<file path="src/rtl/uart_pkg.sv">
// Shared UART definitions: FSM state encoding, frame constants and
// a 3-input majority helper used by the receiver's glitch filter.
package uart_pkg;

  typedef enum logic [1:0] {
    IDLE  = 2'd0,
    START = 2'd1,
    DATA  = 2'd2,
    STOP  = 2'd3
  } state_t;

  localparam int TICKS_PER_BIT = 8;
  localparam int DATA_BITS     = 8;
  localparam int START_MID     = 3;

  function automatic logic maj3(input logic [2:0] v);
    return (v[0] & v[1]) | (v[0] & v[2]) | (v[1] & v[2]);
  endfunction

endpackage

</file>
<file path="src/rtl/uart_sync2.sv">
// Two-flop synchroniser for an asynchronous input.
// Both flops reset high so an idle-high line never glitches low.
module uart_sync2
  import uart_pkg::*;
(
  input  logic clk,
  input  logic rst_n,
  input  logic d,
  output logic q
);

  logic meta;

  always_ff @(posedge clk or negedge rst_n) begin
    if (!rst_n) begin
      meta <= 1'b1;
      q    <= 1'b1;
    end else begin
      meta <= d;
      q    <= meta;
    end
  end

endmodule

</file>
<file path="src/rtl/uart_rx.sv">
// 8-N-1 UART receiver sampling on an 8x tick at mid-bit.
// Define UART_RX_MAJORITY_EN for a 3-sample majority glitch filter.
module uart_rx
  import uart_pkg::*;
(
  input  logic       clk,
  input  logic       rst_n,
  input  logic       tick_8x,
  input  logic       rx_serial,
  output logic [7:0] rx_data,
  output logic       rx_valid,
  output logic       frame_err,
  output logic       busy
);

  localparam logic [2:0] S_MID  = 3'(START_MID);
  localparam logic [2:0] S_LAST = 3'(TICKS_PER_BIT - 1);
  localparam logic [2:0] N_LAST = 3'(DATA_BITS - 1);

  state_t     state;
  logic [2:0] s;
  logic [2:0] n;
  logic [7:0] shreg;
  logic       armed;
  logic       rx_s;
  logic       b;

  uart_sync2 u_sync (
    .clk   (clk),
    .rst_n (rst_n),
    .d     (rx_serial),
    .q     (rx_s)
  );

`ifdef UART_RX_MAJORITY_EN
  // Two stored samples plus the current one form the 3-sample window.
  logic [1:0] hist;

  always_ff @(posedge clk or negedge rst_n) begin
    if (!rst_n) begin
      hist <= 2'b11;
    end else if (tick_8x) begin
      hist <= {hist[0], rx_s};
    end
  end

  assign b = maj3({hist, rx_s});
`else
  assign b = rx_s;
`endif

  always_ff @(posedge clk or negedge rst_n) begin
    if (!rst_n) begin
      state     <= IDLE;
      s         <= 3'd0;
      n         <= 3'd0;
      shreg     <= 8'h00;
      armed     <= 1'b0;
      rx_data   <= 8'h00;
      rx_valid  <= 1'b0;
      frame_err <= 1'b0;
      busy      <= 1'b0;
    end else begin
      rx_valid  <= 1'b0;
      frame_err <= 1'b0;
      if (tick_8x) begin
        unique case (state)
          IDLE: begin
            if (armed && !b) begin
              state <= START;
              s     <= 3'd0;
              armed <= 1'b0;
              busy  <= 1'b1;
            end else if (b) begin
              armed <= 1'b1;
            end
          end
          START: begin
            if (s != S_MID) begin
              s <= s + 3'd1;
            end else if (!b) begin
              state <= DATA;
              s     <= 3'd0;
              n     <= 3'd0;
            end else begin
              state <= IDLE;
              s     <= 3'd0;
              busy  <= 1'b0;
            end
          end
          DATA: begin
            if (s != S_LAST) begin
              s <= s + 3'd1;
            end else begin
              shreg <= {b, shreg[7:1]};
              s     <= 3'd0;
              if (n == N_LAST) state <= STOP;
              else             n <= n + 3'd1;
            end
          end
          STOP: begin
            if (s != S_LAST) begin
              s <= s + 3'd1;
            end else begin
              rx_data   <= shreg;
              rx_valid  <= b;
              frame_err <= !b;
              state     <= IDLE;
              s         <= 3'd0;
              busy      <= 1'b0;
            end
          end
          default: state <= IDLE;
        endcase
      end
    end
  end

endmodule

</file>
<file path="config.mk">
export PLATFORM = sky130hd
export DESIGN_NAME = uart_rx
export DESIGN_NICKNAME = d
export VERILOG_FILES = /design/src/rtl/uart_pkg.sv /design/src/rtl/uart_sync2.sv /design/src/rtl/uart_rx.sv
export SDC_FILE = /design/constraint.sdc
export NUM_CORES = 1
export LEC_CHECK = 0
export BUFFER_PORTS_ARGS = -buffer_cell sky130_fd_sc_hd__buf_2
export CAP_MARGIN = 15
export CELL_PAD_IN_SITES_DETAIL_PLACEMENT = 2
export CELL_PAD_IN_SITES_GLOBAL_PLACEMENT = 2
export CORE_ASPECT_RATIO = 0.8
export CORE_MARGIN = 2
export CORE_UTILIZATION = 38
export DETAILED_ROUTE_END_ITERATION = 12
export HOLD_SLACK_MARGIN = 0.06
export PLACE_DENSITY = 0.79
export SLEW_MARGIN = 20
export SYNTH_ARGS = -nofsm -noshare
export SYNTH_HDL_FRONTEND = slang
export SYNTH_HIERARCHICAL = 1
export SYNTH_SLANG_ARGS = --single-unit
</file>
<file path="constraint.sdc">
create_clock -name clk -period 1.6 [get_ports clk]
set_input_delay 0 -clock clk [delete_from_list [all_inputs] [get_ports clk]]
set_output_delay 0 -clock clk [all_outputs]
set_load 0.1 [all_outputs]
</file>
# Word-level counts from Yosys, hierarchy flattened
# Index checks and enable logic that the tools add are counted.
[word_totals] regBits=30 elab_cells=71
[op_classes] add_sub_neg=2 eq_ne=14 n_mux=29 n_bitwise=1 reduce_logical=14
[op_table] operator="2-to-1 mux 3 bit" n=7
[op_table] operator="AND reduction 6 bit" n=3
[op_table] operator="!= test 2 bit (second input constant)" n=7
[op_table] operator="2-to-1 mux 1 bit" n=12
[op_table] operator="2-to-1 mux 2 bit" n=6
[op_table] operator="one-hot mux 3 bit (3 select lines)" n=1
[op_table] operator="AND reduction 3 bit" n=3
[op_table] operator="one-hot mux 2 bit (4 select lines)" n=1
[op_table] operator="adder 3 x 1 -> 3 bit (second input constant)" n=2
[op_table] operator="one-hot mux 3 bit (2 select lines)" n=1
[op_table] operator="== test 2 bit (second input constant)" n=2
[op_table] operator="nonzero test 2 bit" n=2
[op_table] operator="== test 3 bit (second input constant)" n=1
[op_table] operator="!= test 3 x 2 -> 1 bit (second input constant)" n=1
[op_table] operator="!= test 3 bit (second input constant)" n=1
[op_table] operator="one-hot mux 1 bit (3 select lines)" n=1
[op_table] operator="nonzero test 3 bit" n=1
[op_table] operator="== test 2 x 1 -> 1 bit (second input constant)" n=1
[op_table] operator="logical NOT 2 bit" n=1
[op_table] operator="!= test 2 x 1 -> 1 bit (second input constant)" n=1
[op_table] operator="AND reduction 2 bit" n=1
[op_table] operator="OR reduction 2 bit" n=1
[op_table] operator="logical AND 1 bit" n=1
[op_table] operator="logical NOT 1 bit" n=1
[op_table] operator="NOT 1 bit" n=1

# Longest topological paths before layout
# Gate-level depths: netlist (run 1).
[depth] depth_word=4 depth_mapped=7

# Modules after synthesis
# Netlist (run 1), hierarchy kept.
[modules_own_cells] module="uart_rx" instances=1 cells_per_inst=99 area_per_inst_um2=1257.5 seq_area_each_um2=700.7
[modules_own_cells] module="uart_sync2" instances=1 cells_per_inst=2 area_per_inst_um2=52.6 seq_area_each_um2=52.6

# Least setup slack after synthesis (run 1)
# Ideal clock, no wire load.
[synth_timing] path_type="register -> register" from="register n[0]" to="register n[1]" setup_ns=0.120 arrival_ns=1.360 required_ns=1.480 slack_ns=0.120 path_stages_with_launch=6 path_cell_list="dfrtp_1 -> ha_1 -> ha_1 -> nand4b_1 -> and3_1 -> a31o_2"
[synth_via] elab_chain_cells=4
[synth_lines] element="from (decl)" line="uart_rx.sv:22" rtl="logic [2:0] n;"
[synth_lines] element="from (signal assigned)" line="uart_rx.sv:98" rtl="else n <= n + 3'd1;"
[synth_lines] element="adder 3 x 1 -> 3 bit" line="uart_rx.sv:98"
[synth_lines] element="2-to-1 mux 3 bit" line="uart_rx.sv:97" rtl="if (n == N_LAST) state <= STOP;"
[synth_lines] element="2-to-1 mux 3 bit" line="uart_rx.sv:92" rtl="if (s != S_LAST) begin"
[synth_lines] element="one-hot mux 3 bit (2 select lines)" line="uart_rx.sv:67" rtl="unique case (state)"
# Parallel ways exist; a longest one is shown, timed or not. The select of a mux whose other input is x is not followed.
# A chain may end at the register's enable or synchronous reset.

# Worst setup path after layout (run 1)
[layout_timing] from="register n[1]" to="register n[2]"
# The elaborated chain is that of the path after synthesis.

==> metrics.txt, run 1 <==
status=complete, no violations; Data required, critical path=1.76 ns; compound-cell area share of the yosys netlist=0.0745; syn nets=112; WL/cell=17.5 um; Startpoint Class=flop; post-synthesis area per instance=13.0 sq um; CP endpoint kind=flop; commonest cells after routing, fill and taps aside=28 x dfrtp_1, 16 x mux2_2, 14 x buf_2; DIE WIDTH=between 60 and 70 um; Final Util=0.491; largest net degree at the start of global routing=31; HPWL after DPL=1980 um; post-synthesis xor/xnor area fraction=0; RSZ-0062 raised after global routing=true; distinct cell type count after synthesis=27; via/cell ratio=5.05; post-route ant nets=0; Synth Area in Simple Gates=0.113; HP Class=input port to flop; setup TNS=0 ns; Post-Syn Area=0.00131 sq mm; clock buffer depth=2; Antenna Cells=0; max-slew violation count=0; leakage=0.830 nW; final hold vios=0; YS warnings=6; initial antenna violation count=0; post-route design area=0.00166 sq mm; share of cells above drive strength 1=0.450; Area growth syn-to-layout=26.6%; max cap viols=0; Vias=864; R2R setup slack=0.03 ns; fmax=between 0.6 and 0.7 GHz; Die ar.=0.00394 sq mm; vias in the first global route=around 940; Final period util=0.984; Die Y=56.5 um; DR iter-0 viols=17; mux cell area share after synthesis=0.145; GRT Util Overall=0.172; first-pass GRT wire length=~5000 um; min cycle time layout=1.57 ns; port bufs=14; worst-skew pair later-pin latency=approximately 0.28 ns; grt total ovfl=0; Cell Rows=19; Rel. slew slack=0.553; drt first pass iters=3; Yosys top cell by area=dfrtp_1; flops & latches, synth=30; dpl cell area=0.00144 sq mm; Worst Path Arrival=1.74 ns; Synth top area share=0.535; drt total wl=2990 um; largest family of logic cells by synthesized area=multiplexers; Worst IR Drop VDD=0.827 mV; H-tree level count=2; RePlAce Congestion=0.676; io pins=15; Starting Density=0.388; CTS root buf=clkbuf_8; most common cell after layout, fill and taps aside=dfrtp_1; Synth Area in Adders=0.0669; top cells by area, synth=dfrtp_1 53%, mux2_2 14%, ha_1 6.7%; FILL cells=350; Crit Path Max Fanout=4; Worst-Margin Slew=0.670 ns; Max Clock Skew=0.0101 ns; cell count after synthesis=slightly above 100; register clock-pin slew on the reported worst setup and hold paths=roughly 0.070 ns; critical path class=flop to flop; core footprint=0.00338 sq mm; pwr dens=roughly 1400 mW/mm^2; sequential-to-total area share from yosys stat=0.575; CTS tree=done; CTS Buf Count=5; Final setup viols=0; # DRC=0; nets=139; Sink Count=30
[cell usage after synthesis]
cell type	count
and3_1	2
buf_6	1
nand2b_1	1
o21a_1	1
buf_4	1
ha_1	7
nand4b_1	1
nor2b_1	2
dfstp_2	2
and2b_1	1
a31o_2	2
nand3_2	1
mux2i_1	1
a21bo_2	1
nor2_1	5
nand4_2	1
nand2_1	7
nand3_1	2
dfrtp_1	28
inv_1	4
a21oi_1	4
nor2b_2	1
mux2_2	16
o21ai_0	6
nand4_1	1
nor3b_1	1
o31ai_2	1
[worst paths after layout]
path / startpoint / endpoint / cells past startpoint
min in group asynchronous: rst_n / n[0]$_DFFE_PN0P_ / 2
max in group asynchronous: rst_n / s[0]$_DFFE_PN0P_ / 2
setup reg to reg: n[1]$_DFFE_PN0P_ / n[2]$_DFFE_PN0P_ / 5
setup / recovery: n[1]$_DFFE_PN0P_ / n[2]$_DFFE_PN0P_ / 5
hold / removal: tick_8x / rx_valid$_DFF_PN0_ / 3
hold reg to reg: u_sync/meta$_DFF_PN1_ / u_sync/q$_DFF_PN1_ / 0
[area by class of cell]
class,count,area [sq um],area share
Clock buffer,7,86.3,0.0520
Sequential cell,30,753,0.454
Multi-Input combinational cell,65,587,0.354
Clock inverter,1,30.0,0.0181
Timing Repair Buffer,22,135,0.0814
Tap cell,42,52.6,0.0317
Inverter,4,15.0,0.00905
[report_power, final]
part | switching, mW | internal (mW)
clock | 0.273 | 0.507
combinational | 0.334 | 0.266
sequential | 0.116 | 0.848
total | 0.722 | 1.62
[through the flow]
stage	hold WS [ns]	std cells	setup slack [ns]	power [mW]
floorplan	-0.296	101	0.120	1.30
global placement	0.0687	158	0.0255	1.40
detailed placement	0.0775	158	-0.0899	1.46
CTS	0.152	169	0.0145	2.30
global route	0.188	171	-0.0498	2.49
finish	0.164	171	0.0258	2.34
[state kept, by name, summed over array words and instances, names as in the netlist, named ones only]
name         count
shreg            8
s                3
busy             1
rx_valid         1
state            1
n                3
frame_err        1
armed            1
u_sync/meta      1
u_sync/q         1
rx_data          8
[logic make-up (layout without fill, tap and decap cells)]
logic type | after synthesis | count (layout)
flops | 30 | 30
mux | 17 | 17
fa+ha+maj | 7 | 7
simple gates | 26 | 26
compound gates | 15 | 15
buf+inv | 6 | 34
[timing repair]
item,4_1_cts,5_1_grt
setup endpoints to repair,13,23
hold buffers,2,0
gates resized for setup,3,8
setup buffers,1,2
hold endpoints to repair,29,0
pin swaps,3,3
[critical path: stages, from the launching register on]
cell,delay [ns]
dfrtp_1,0.40
ha_2,0.22
ha_4,0.16
nand4b_1,0.24
and3_1,0.23
a31o_2,0.21
[layer usage]
layer / global-route usage / share of wire
met5: 0 / 0
met4: 0.0495 / 0.012
met3: 0.0592 / 0.033
met2: 0.291 / 0.53
met1: 0.211 / 0.43
(Power assumes the default switching activity.)
==> run 2, diff against run 1 <==
--- a/config.mk
+++ b/config.mk
@@ -9,7 +9,6 @@
 export CAP_MARGIN = 15
 export CELL_PAD_IN_SITES_DETAIL_PLACEMENT = 2
 export CELL_PAD_IN_SITES_GLOBAL_PLACEMENT = 2
-export CORE_ASPECT_RATIO = 0.8
 export CORE_MARGIN = 2
 export CORE_UTILIZATION = 38
 export DETAILED_ROUTE_END_ITERATION = 12
==> metrics.txt, run 2 (same netlist as run 1, synthesis figures left out) <==
status=complete, no violations; # DRC=0 (unchanged); CTS Buf Count=5 (unchanged); Final setup viols=0 (unchanged); power share of the clock group=0.237 (-0.096); Worst Path Arrival=1.73 ns (about the same); GRT Util Overall=0.163 (-0.00937); Area growth syn-to-layout=20.3%; commonest cells after routing, fill and taps aside=27 x dfrtp_1, 16 x mux2_2, 14 x buf_2; Startpoint Class=flop; clock buffer depth=2 (unchanged); HPWL after DPL=1910 um (-3.5%); CP Cell Sequence=ha_4 > ha_2 > mux2_2 > nand3_1 > a21bo_2; H-tree level count=2 (unchanged); core footprint=0.00331 sq mm (-1.9%); Sink Count=30 (unchanged); register clock-pin slew on the reported worst setup and hold paths=0.10 ns (+0.03 ns); final hold vios=0 (unchanged); vias in the first global route=962 (+1.9%); register area=754 sq um (+0.17%); worst-skew pair later-pin latency=0.33 ns (+0.05 ns); switching power total=670 uW (-7.3%); Placed Instances=161 (+1.9%); nets=137 (-1.4%); CP endpoint kind=flop; grt total ovfl=0 (unchanged); Cell Rows=21 (+2); Die Y=62.7 um (+11%); Rel. slew slack=0.543 (-0.0104); DR iter-0 viols=12 (-5); WL/cell=15.7 um (-10%); max cap viols=0 (unchanged); HP Class=input port to flop; Hold Path Depth=3 (unchanged); Worst-Margin Slew=0.686 ns (+0.0156 ns); Antenna Cells=0 (unchanged); RePlAce Congestion=0.696 (+3.0%); setup TNS=0 ns (unchanged); CTS root buf=clkbuf_4; FILL cells=340 (-2.9%); initial antenna violation count=0 (unchanged); post-route ant nets=0 (unchanged); area of the multi-input gates=569 sq um (-3.0%); fmax=0.661 GHz (+4.1%); Data required, critical path=1.82 ns (+0.06 ns); FF-to-FF Start=s[1]$_DFFE_PN0P_; largest net degree at the start of global routing=31 (unchanged); min cycle time layout=1.51 ns (-0.0615 ns); leakage=0.800 nW (-3.7%); Final period util=0.945 (-0.0384); CTS tree=done; CP max-delay cell=dfrtp_1; DIE WIDTH=62.7 um (-10%); share of cells above drive strength 1=0.441 (-0.00867); io pins=15 (unchanged); Pint=1.30 mW (-19%); max-slew violation count=0 (unchanged); Max stage delay on crit path=0.41 ns (about the same); Max Clock Skew=0.00646 ns (-0.00362 ns); Flop pwr share=0.502 (+0.091); R2R cell count=5 (unchanged); pwr dens=1250 mW/mm^2 (-11%); Comb power frac=0.260 (+0.004); hold_sp=tick_8x; Die ar.=0.00393 sq mm (about the same); Vias=849 (-1.7%); biggest regs=rx_data: 8 flops, shreg: 8 flops; Starting Density=0.396 (+0.00763); most common cell after layout, fill and taps aside=dfrtp_1; CP Launch Point=s[1]$_DFFE_PN0P_; RSZ-0062 raised after global routing=true; Cell Count, Final, Fillers Out=173 (+1.2%); critical path class=flop to flop; Worst IR Drop VDD=0.548 mV (-34%); first-pass GRT wire length=4790 um (-4.4%); port bufs=14 (unchanged); Crit Path Max Fanout=4 (unchanged); via/cell ratio=4.91 (-2.9%); drt total wl=2720 um (-9.1%); drt first pass iters=4 (+1); switching share of power=0.339 (+0.0309)
run 2: final cells by class:
type / instances / area share
clock inverters: 1 / 0.00317
well taps: 46 / 0.0365
multi-input cells: 65 / 0.361
repair buffers: 20 / 0.0762
flip-flops and latches: 30 / 0.479
inverters: 4 / 0.00952
clock buffers: 7 / 0.0349
run 2: timing repair:
action / CTS / global route
hold buffers: 2 / 0
pin swaps: 2 / 3
endpoints found under the setup margin: 18 / 7
gates cloned: 0 / 0
setup buffers: 1 / 1
hold endpoints to repair: 29 / 0
resized for setup: 6 / 4
run 2: worst max-delay path, delay by kind of cell (launching register included):
family	cells	cell delay, ns
muxes	1	0.19
adders and majority gates	2	0.42
DFF	1	0.41
and+or+nand+nor	1	0.13
AOI/OAI and AO/OA	1	0.25
run 2: power groups by stage:
stage               Combinational (mW)  Clock, mW  Sequential, mW
CTS                              0.481      0.499           0.986
finish                           0.514      0.469           0.992
detailed placement               0.435          0           0.985
floorplan                        0.367          0           0.934
global route                     0.590      0.525            1.01
global placement                 0.406          0           0.972
run 2: metrics by stage:
step	utilization	hold WS [ns]	instance area (sq um)	power [mW]	setup slack, ns
after global routing	0.476	0.108	1580	2.13	-0.000283
after global placement	0.433	0.0568	1430	1.38	0.00773
after floorplan	-	-0.296	1310	1.30	0.120
final	0.476	0.0952	1580	1.97	0.0872
after detailed placement	0.433	0.0687	1430	1.42	-0.0824
after CTS	0.467	0.0605	1550	1.97	0.0153
run 2: final timing paths:
path	slack, ns	end
max	0.09	flop
min	0.1	s[1]$_DFFE_PN0P_
max reg2reg	0.09	flop
min reg2reg	0.36	u_sync/q$_DFF_PN1_
max in group asynchronous	0.86	asynchronous set/reset pin
min in group asynchronous	0.26	shreg[5]$_DFFE_PN0P_
run 2: layer usage:
metal  vias to the layer above  global-route usage  part of all wire
li1                        406                   -                 -
met1                       426               0.195              0.43
met5                         -                   0                 0
met3                         4              0.0505             0.031
met2                        13               0.265              0.52
met4                         0              0.0833             0.010
==> run 3, diff against run 2 <==
--- a/config.mk
+++ b/config.mk
@@ -12,8 +12,8 @@
 export CORE_MARGIN = 2
 export CORE_UTILIZATION = 38
 export DETAILED_ROUTE_END_ITERATION = 12
-export HOLD_SLACK_MARGIN = 0.06
-export PLACE_DENSITY = 0.79
+export HOLD_SLACK_MARGIN = 0.02
+export PLACE_DENSITY_LB_ADDON = 0.08
 export SLEW_MARGIN = 20
 export SYNTH_ARGS = -nofsm -noshare
 export SYNTH_HDL_FRONTEND = slang
==> metrics.txt, run 3 (same netlist as run 1, synthesis figures left out) <==
status=complete, no violations; Sink Count=30 (unchanged); Final Util=0.502 (+0.0253); post-route ant nets=0 (unchanged); grt total ovfl=0 (unchanged); Die ar.=0.00393 sq mm (unchanged); H-tree level count=2 (unchanged); drt first pass iters=3 (-1); Vias=883 (+4.0%); first-pass GRT wire length=5060 um (+5.6%); pre-CTS setup slack=-0.00671 ns (+0.0757 ns); Starting Density=0.396 (unchanged); biggest regs=rx_data: 8 flops, shreg: 8 flops; Worst IR Drop VDD=0.660 mV (+21%); Final period util=0.967 (+0.0213); nets=141 (+2.9%); Max Clock Skew=0.0120 ns (+0.00558 ns); Antenna Cells=0 (unchanged); WL met2=1580 um (+11%); final hold vios=0 (unchanged); DR iter-0 viols=19 (+7); RePlAce Congestion=0.806 (+16%); core footprint=0.00331 sq mm (unchanged); GRT Util Overall=0.173 (+0.00969); Area growth syn-to-layout=26.7%; CTS root buf=clkbuf_4; post-route design area=0.00166 sq mm (+5.3%); Startpoint Class=flop; largest net degree at the start of global routing=31 (unchanged); pwr dens=1320 mW/mm^2 (+5.1%); worst-skew pair later-pin latency=0.33 ns (about the same); min cycle time layout=1.55 ns (+0.0341 ns); setup ws final=0.0531 ns (-0.0341 ns); Crit Path Max Fanout=5 (+1); register clock-pin slew on the reported worst setup and hold paths=0.10 ns (about the same); max-slew violation count=0 (unchanged); leakage=0.835 nW (+4.3%); HP Class=input port to flop; DIE WIDTH=62.7 um (unchanged); port bufs=14 (unchanged); Rel. slew slack=0.558 (+0.0153); vias in the first global route=1,039 (+8.0%); io pins=15 (unchanged); setup TNS=0 ns (unchanged); drt total wl=3060 um (+12%); met3 routed WL=69 um (-17%); Die Y=62.7 um (unchanged); CP endpoint kind=flop; Cell Count, Final, Fillers Out=177 (+2.3%); Hold WS=0.0533 ns (-0.0419 ns); Placed Instances=164 (+1.9%); CTS Buf Count=5 (unchanged); Worst Path Arrival=1.78 ns (+0.05 ns); share of cells above drive strength 1=0.481 (+0.0400); max cap viols=0 (unchanged); Data required, critical path=1.83 ns (about the same); via/cell ratio=4.99 (+1.7%); CTS tree=done; fmax=0.646 GHz (-2.2%); Cell Rows=21 (unchanged); # DRC=0 (unchanged); Worst-Margin Slew=0.663 ns (-0.0230 ns); clock buffer depth=2 (unchanged); RSZ-0062 raised after global routing=true; top routing layer in use=met4; Tot Pwr=2.19 mW (+11%); Metal-1 WL=1340 um (+13%); critical path class=flop to flop; commonest cells after routing, fill and taps aside=27 x dfrtp_1, 16 x mux2_2, 14 x buf_2; HPWL after DPL=1990 um (+3.9%); dpl cell area=0.00148 sq mm (+3.3%); WL/cell=17.3 um (+9.9%); initial antenna violation count=0 (unchanged); most common cell after layout, fill and taps aside=dfrtp_1; Final setup viols=0 (unchanged)
## run 3: changes by cell type in the layout (fill, tap and decap cells not counted), moves of 2 or more
| cell | before | now |
|---|---|---|
| buf_4 | 4 | 6 |
| ha_1 | 3 | 1 |
| buf_12 | 0 | 2 |
| clkbuf_8 | 1 | 3 |
## run 3: layout make-up
class / instances / area (sq um)
timing repair buffer: 24 / 175
multi-input combinational: 65 / 579
inverter: 4 / 15.0
sequential: 30 / 754
clock buffer: 8 / 78.8
tap: 46 / 57.6
fill: 340 / 1650
## run 3: routing by layer
layer / up-vias / track usage
li1: 412 / -
met1: 454 / 0.196
met2: 11 / 0.288
met3: 6 / 0.0523
met4: 0 / 0.100
met5: - / 0
## run 3: what timing repair did
action,in CTS,in global routing
hold buffers,2,0
setup endpoints to repair,15,22
hold endpoints to repair,29,0
gates resized for setup,2,10
buffers inserted,2,1
pin swaps,1,3
gates cloned,0,0
## run 3: path summary, 6_finish.rpt
check,slack [ns],from,end,cells past startpoint
min in group asynchronous,0.23,rst_n,armed$_DFFE_PN0P_,2
min reg2reg,0.35,u_sync/meta$_DFF_PN1_,u_sync/q$_DFF_PN1_,0
max in group asynchronous,0.91,rst_n,asynchronous set/reset pin,2
max,0.05,s[2]$_DFFE_PN0P_,n[2]$_DFFE_PN0P_,5
min,0.05,tick_8x,s[2]$_DFFE_PN0P_,3
max reg2reg,0.05,s[2]$_DFFE_PN0P_,n[2]$_DFFE_PN0P_,5
## run 3: where the power goes
| group | internal, mW | switching (mW) |
|---|---|---|
| logic | 0.308 | 0.330 |
| registers | 0.848 | 0.139 |
| clock network | 0.300 | 0.261 |
## run 3: worst max-delay path, stage by stage, from the launching register on
cell and delay, ns:
dfrtp_1 0.48, inv_1 0.15, ha_4 0.16, nand4_1 0.18, and3_1 0.26, a31o_2 0.21
